`config.mk`:
```
export PLATFORM = sky130hd
export DESIGN_NAME = idct2_seq_flat
export DESIGN_NICKNAME = d
export VERILOG_FILES = /design/src/rtl/idct2_seq_if.sv /design/src/rtl/idct2_seq.sv /design/src/flat_wrapper.sv
export SDC_FILE = /design/constraint.sdc
export NUM_CORES = 2
export LEC_CHECK = 0
export ABC_AREA = 1
export CAP_MARGIN = 20
export CORE_AREA = 2 2 399 401
export DETAILED_ROUTE_END_ITERATION = 16
export DIE_AREA = 0 0 401 403
export SLEW_MARGIN = 20
export SYNTH_ARGS = -nofsm -noshare
export SYNTH_HDL_FRONTEND = slang
export SYNTH_SLANG_ARGS = --single-unit
```
`constraint.sdc`:
```
create_clock -name clk -period 20 [get_ports clk]
set_input_delay 2 -clock clk [delete_from_list [all_inputs] [get_ports clk]]
set_output_delay 2 -clock clk [all_outputs]
set_load 0.03 [all_outputs]
```
`src/rtl/idct2_seq_if.sv`:
```
// Handshake bundle for idct2_seq: coefficient vector in, sample vector out.
// Ports: in_valid/in_ready/N/coef (input side), out_valid/out_ready/Y (output side).
interface idct2_seq_if;
  logic         in_valid;
  logic         in_ready;
  logic [1:0]   N;
  logic [511:0] coef;
  logic         out_valid;
  logic         out_ready;
  logic [511:0] Y;

  modport master (
    output in_valid, N, coef, out_ready,
    input  in_ready, out_valid, Y
  );

  modport slave (
    input  in_valid, N, coef, out_ready,
    output in_ready, out_valid, Y
  );
endinterface

```
`src/rtl/idct2_seq.sv`:
```
// Sequential 4/8/16/32-point inverse DCT-II with a single MAC unit.
// Ports: clk, rst_n (async, active-low), bus (idct2_seq_if.slave).
module idct2_seq #(
  parameter int SHIFT = 7
) (
  input  logic       clk,
  input  logic       rst_n,
  idct2_seq_if.slave bus
);

  typedef enum logic [1:0] {IDLE, CALC, DONE} state_t;

  localparam logic signed [30:0] RND = 31'sd1 <<< (SHIFT - 1);

  state_t state, state_nx;

  logic [1:0]         nsz;
  logic [511:0]       xr;
  logic [4:0]         k, n, lm1;
  logic signed [29:0] acc, sum;
  logic               last_k, last;

  logic [6:0]         ks, odd, m, mf, gv;
  logic [5:0]         gi;
  logic               neg;
  logic signed [7:0]  t;
  logic signed [15:0] xk;
  logic signed [23:0] prod;
  logic signed [30:0] rnd, shd;
  logic [15:0]        ysat;

  function automatic logic [6:0] gtab(input logic [5:0] i);
    unique case (i)
      6'd0:  gtab = 7'd64;
      6'd1:  gtab = 7'd90;
      6'd2:  gtab = 7'd90;
      6'd3:  gtab = 7'd90;
      6'd4:  gtab = 7'd89;
      6'd5:  gtab = 7'd88;
      6'd6:  gtab = 7'd87;
      6'd7:  gtab = 7'd85;
      6'd8:  gtab = 7'd83;
      6'd9:  gtab = 7'd82;
      6'd10: gtab = 7'd80;
      6'd11: gtab = 7'd78;
      6'd12: gtab = 7'd75;
      6'd13: gtab = 7'd73;
      6'd14: gtab = 7'd70;
      6'd15: gtab = 7'd67;
      6'd16: gtab = 7'd64;
      6'd17: gtab = 7'd61;
      6'd18: gtab = 7'd57;
      6'd19: gtab = 7'd54;
      6'd20: gtab = 7'd50;
      6'd21: gtab = 7'd46;
      6'd22: gtab = 7'd43;
      6'd23: gtab = 7'd38;
      6'd24: gtab = 7'd36;
      6'd25: gtab = 7'd31;
      6'd26: gtab = 7'd25;
      6'd27: gtab = 7'd22;
      6'd28: gtab = 7'd18;
      6'd29: gtab = 7'd13;
      6'd30: gtab = 7'd9;
      6'd31: gtab = 7'd4;
      default: gtab = 7'd0;
    endcase
  endfunction

  always_comb begin
    lm1    = 5'((6'd4 << nsz) - 6'd1);
    last_k = (k == lm1);
    last   = last_k && (n == lm1);
  end

  // k*step is k shifted by log2(32/L); only the low 7 bits matter mod 128
  always_comb begin
    ks   = 7'({3'b000, k} << (2'd3 - nsz));
    odd  = {1'b0, n, 1'b1};
    m    = 7'(ks * odd);
    mf   = (m > 7'd64) ? 7'(8'd128 - {1'b0, m}) : m;
    neg  = (mf > 7'd32);
    gi   = neg ? 6'(7'd64 - mf) : mf[5:0];
    gv   = gtab(gi);
    t    = neg ? -signed'({1'b0, gv}) : signed'({1'b0, gv});
    xk   = signed'(xr[16*k +: 16]);
    prod = xk * t;
    sum  = acc + {{6{prod[23]}}, prod};
    rnd  = signed'({sum[29], sum}) + RND;
    shd  = rnd >>> SHIFT;
    if (shd > 31'sd32767)
      ysat = 16'h7fff;
    else if (shd < -31'sd32768)
      ysat = 16'h8000;
    else
      ysat = shd[15:0];
  end

  always_ff @(posedge clk or negedge rst_n) begin
    if (!rst_n)
      state <= IDLE;
    else
      state <= state_nx;
  end

  always_comb begin
    state_nx = state;
    unique case (state)
      IDLE: if (bus.in_valid) state_nx = CALC;
      CALC: if (last) state_nx = DONE;
      DONE: if (bus.out_ready) state_nx = IDLE;
      default: state_nx = IDLE;
    endcase
  end

  assign bus.in_ready  = (state == IDLE);
  assign bus.out_valid = (state == DONE);

  always_ff @(posedge clk or negedge rst_n) begin
    if (!rst_n) begin
      nsz    <= '0;
      xr     <= '0;
      k      <= '0;
      n      <= '0;
      acc    <= '0;
      bus.Y  <= '0;
    end else begin
      unique case (state)
        IDLE: begin
          if (bus.in_valid) begin
            nsz   <= bus.N;
            xr    <= bus.coef;
            bus.Y <= '0;
            k     <= '0;
            n     <= '0;
            acc   <= '0;
          end
        end
        CALC: begin
          if (last_k) begin
            bus.Y[16*n +: 16] <= ysat;
            acc <= '0;
            k   <= '0;
            n   <= n + 5'd1;
          end else begin
            acc <= sum;
            k   <= k + 5'd1;
          end
        end
        default: ;
      endcase
    end
  end

endmodule
```
`src/flat_wrapper.sv`:
```
// flat-port wrapper written by rule: the top's interface ports become plain ports
module idct2_seq_flat 
#(
  parameter int SHIFT = 7
)
  (clk, rst_n, bus_in_valid, bus_N, bus_coef, bus_out_ready, bus_in_ready, bus_out_valid, bus_Y);
  idct2_seq_if bus_i ();
  input  logic clk;
  input  logic rst_n;
  input wire logic [$bits(bus_i.in_valid)-1:0] bus_in_valid;
  input wire logic [$bits(bus_i.N)-1:0] bus_N;
  input wire logic [$bits(bus_i.coef)-1:0] bus_coef;
  input wire logic [$bits(bus_i.out_ready)-1:0] bus_out_ready;
  output wire logic [$bits(bus_i.in_ready)-1:0] bus_in_ready;
  output wire logic [$bits(bus_i.out_valid)-1:0] bus_out_valid;
  output wire logic [$bits(bus_i.Y)-1:0] bus_Y;
  assign bus_i.in_valid = bus_in_valid;
  assign bus_i.N = bus_N;
  assign bus_i.coef = bus_coef;
  assign bus_i.out_ready = bus_out_ready;
  assign bus_in_ready = bus_i.in_ready;
  assign bus_out_valid = bus_i.out_valid;
  assign bus_Y = bus_i.Y;
  idct2_seq #(.SHIFT(SHIFT)) u_core (.clk(clk), .rst_n(rst_n), .bus(bus_i));
endmodule
```
==> results.sh <==
export IMPL_seq_area_frac_synth_pct=47.7
export IMPL_io_pins=1032
export IMPL_routabilityCongestion=0.980
export IMPL_die_w_um=401
export IMPL_synth_compound_area_share_pct=7.09
export IMPL_drt_pre_antenna_iters=8
export IMPL_r2r_slack_ns=2.94
export IMPL_clk_pin_slew_ns=0.06
export IMPL_h_tree_depth=3
export IMPL_synthAdderAreaFrac_pct=6.22
export IMPL_dp_cells=10100
export IMPL_synth_common_cells="nand2_1 (3057), dfrtp_1 (1068), nand3_1 (599)"
export IMPL_cts_buffers=118
export IMPL_grt_overflow=0
export IMPL_post_route_min_period_ns=17.06
export IMPL_pre_cts_ws_ns=3.17
export IMPL_hold_violations=0
export IMPL_rows=146
export IMPL_worst_slew_pin_slew_ns=1.14
export IMPL_final_cell_count_no_fill=10300
export IMPL_rr_startpoint="u_core.k[0]"
export IMPL_slew_violations=0
export IMPL_area_growth_pct=28.5
export IMPL_r2r_cells=94
export IMPL_grt_pass1_wl_um=372000
export IMPL_drt_met1_wl_um=103000
export IMPL_drc=0
export IMPL_hp_start="u_core.xr[184]"
export IMPL_grt_pass1_vias=53200
export IMPL_setup_ws_ns=2.94
export IMPL_synth_seq_cells=1068
export IMPL_dp_hpwl_um=193000
export IMPL_dr_wl_met3_um=22200
export IMPL_cts_root_buf="clkbuf_16"
export IMPL_synth_enable_flop_cells=0
export IMPL_vias=54900
export IMPL_die_h_um=403
export IMPL_slowest_delay_ns=0.80
export IMPL_synth_nets=8042
export IMPL_ant_nets=0
export IMPL_final_util_pct=45.7
export IMPL_finalSetupTns_ns=0
export IMPL_outcome="completed"
export IMPL_path_max_fanout=104
export IMPL_min_path_cells=2
export IMPL_async_flop_share_pct=100
export IMPL_max_freq_mhz=58.6
export IMPL_worstSkewPairLatency_ns=0.80
export IMPL_avgSynthCellArea_um2=7.66
export IMPL_initial_utilization_pct=35.6
export IMPL_post_cts_buffers=0
export IMPL_grt_max_degree=217
export IMPL_synth_top_cells_by_area="dfrtp_1 (48%), nand2_1 (20%), nand3_1 (5.4%)"
export IMPL_fin_skew_ns=0.0854
export IMPL_wl_per_cell_um=25.0
export IMPL_ys_warn_count=0
export IMPL_synth_top_family_by_area="simple AND/OR/NAND/NOR gates"
export IMPL_cp_arrival_ns=17.73
export IMPL_drt_wl_total_um=257000
export IMPL_clockBufferDepth=3
export IMPL_required_ns=20.67
export IMPL_netlist_instances=7314
export IMPL_dieArea_um2=162000
export IMPL_grt_usage_pct=31.1
export IMPL_regToRegEndpoint="u_core.bus.Y[124]"
export IMPL_synthXorXnorAreaFrac_pct=1.19
export IMPL_synth_top_area_share_pct=47.7
export IMPL_core_area_um2=157000
export IMPL_ys_flop_type="dfrtp_1"
export IMPL_drt_iter0_drc=6111
export IMPL_min_period_over_period_pct=85.3
export IMPL_synth_simple_area_share_pct=31.9
export IMPL_worstHoldPathType="flip-flop to flip-flop"
export IMPL_dr_max_layer_used="met5"
export IMPL_critPathCaptureType="flip-flop"
export IMPL_critPathSlowestCell="dfrtp_4"
export IMPL_crit_start="u_core.k[0]"
export IMPL_setup_viol=0
export IMPL_maxCapViolCount=0
export IMPL_crit_path_frequent_cell="nand2_1"
export IMPL_postCtsHoldBufs=0
export IMPL_drive_gt1_share_pct=4.77
export IMPL_synth_cell_types=53
export IMPL_wl_met2_um=115000
export IMPL_grt_antenna_before_repair=23
export IMPL_start_kind="flip-flop"
export IMPL_synth_top_area_cell="dfrtp_1"
export IMPL_rsz0062_at_grt="false"
export IMPL_endpoint="u_core.bus.Y[124]"
export IMPL_synth_most_common_cell="nand2_1"
export IMPL_io_buffer_count=1031
export IMPL_vias_per_cell=5.33
export IMPL_max_slew_margin_pct=23.9
export IMPL_synth_cell_area_um2=56000
export IMPL_critPathKind="flip-flop to flip-flop"
export IMPL_fin_nets=8860
export IMPL_cts_tree="built"
export IMPL_cts_sinks=1068
export IMPL_ctsResizeCount=0
export IMPL_synthMuxAreaShare_pct=0
through the flow:
| step | area, um^2 | hold slack [ns] |
|---|---|---|
| 6_report | 72000 | 0.464 |
| 5_1_grt | 72000 | 0.481 |
| 4_1_cts | 71900 | 0.468 |
| 3_5_place_dp | 68100 | 0.453 |
| 3_3_place_gp | 68100 | 0.448 |
| 2_1_floorplan | 56000 | 0.437 |
how the worst min path moves through the flow:
stage	slack, ns	endpoint
floorplan	0.44	u_core.xr[112]
global placement	0.45	u_core.xr[156]
detailed placement	0.45	u_core.xr[214]
CTS	0.47	u_core.xr[25]
global route	0.48	u_core.xr[80]
finish	0.46	u_core.xr[184]
state kept, by name, indices dropped and copies added (netlist names):
| signal | count |
|---|---|
| u_core.bus.Y | 512 |
| u_core.xr | 512 |
| u_core.acc | 30 |
| u_core.k | 5 |
| u_core.n | 5 |
| u_core.nsz | 2 |
| u_core.state | 2 |
per-layer routing:
layer	global-route usage (%)	vias to the layer above
met3	6.73	553
met5	0	-
li1	-	24800
met4	18.4	10
met2	48.1	2714
met1	40.0	26800
layout by cell type, fill, tap and decap left out, drive strengths merged, types with 118 or more instances in the layout:
master         instances
nand2               3082
a21oi                159
o21ai                333
o22ai                118
nand3                605
clkbuf               171
nor2                 561
dfrtp               1068
inv                  454
clkdlybuf4s50       1030
layout make-up:
cell class	instances	area, um^2
Fill cell	15800	85500
Timing Repair Buffer	1108	11000
Clock buffer	171	3370
Antenna cell	14	35.0
Inverter	455	1730
Clock inverter	37	462
Tap cell	2072	2590
Multi-Input combinational cell	5381	26100
Sequential cell	1068	26700
critical path, delay by kind of cell, from the launching register on:
family                   cells  cell delay (ns)
flip-flops                   1             0.80
AND/OR/NAND/NOR             56             7.39
AO/OA/AOI/OAI               14             2.57
buffers and inverters       10             0.88
adder cells (fa/ha/maj)     13             5.12
XOR/XNOR                     1             0.16
logic make-up (layout without fill, tap and decap cells):
| family | count (synthesis) | after routing |
|---|---|---|
| adders and majority gates | 210 | 210 |
| DFF | 1068 | 1068 |
| and+or+nand+nor | 4400 | 4400 |
| buffers and inverters | 865 | 1771 |
| other | 0 | 14 |
| xor gates and xnor gates | 73 | 73 |
| AOI/OAI and AO/OA | 698 | 698 |
Power is not shown: default switching activity piles up to over one toggle a cycle in this logic, so the estimate is an artifact.
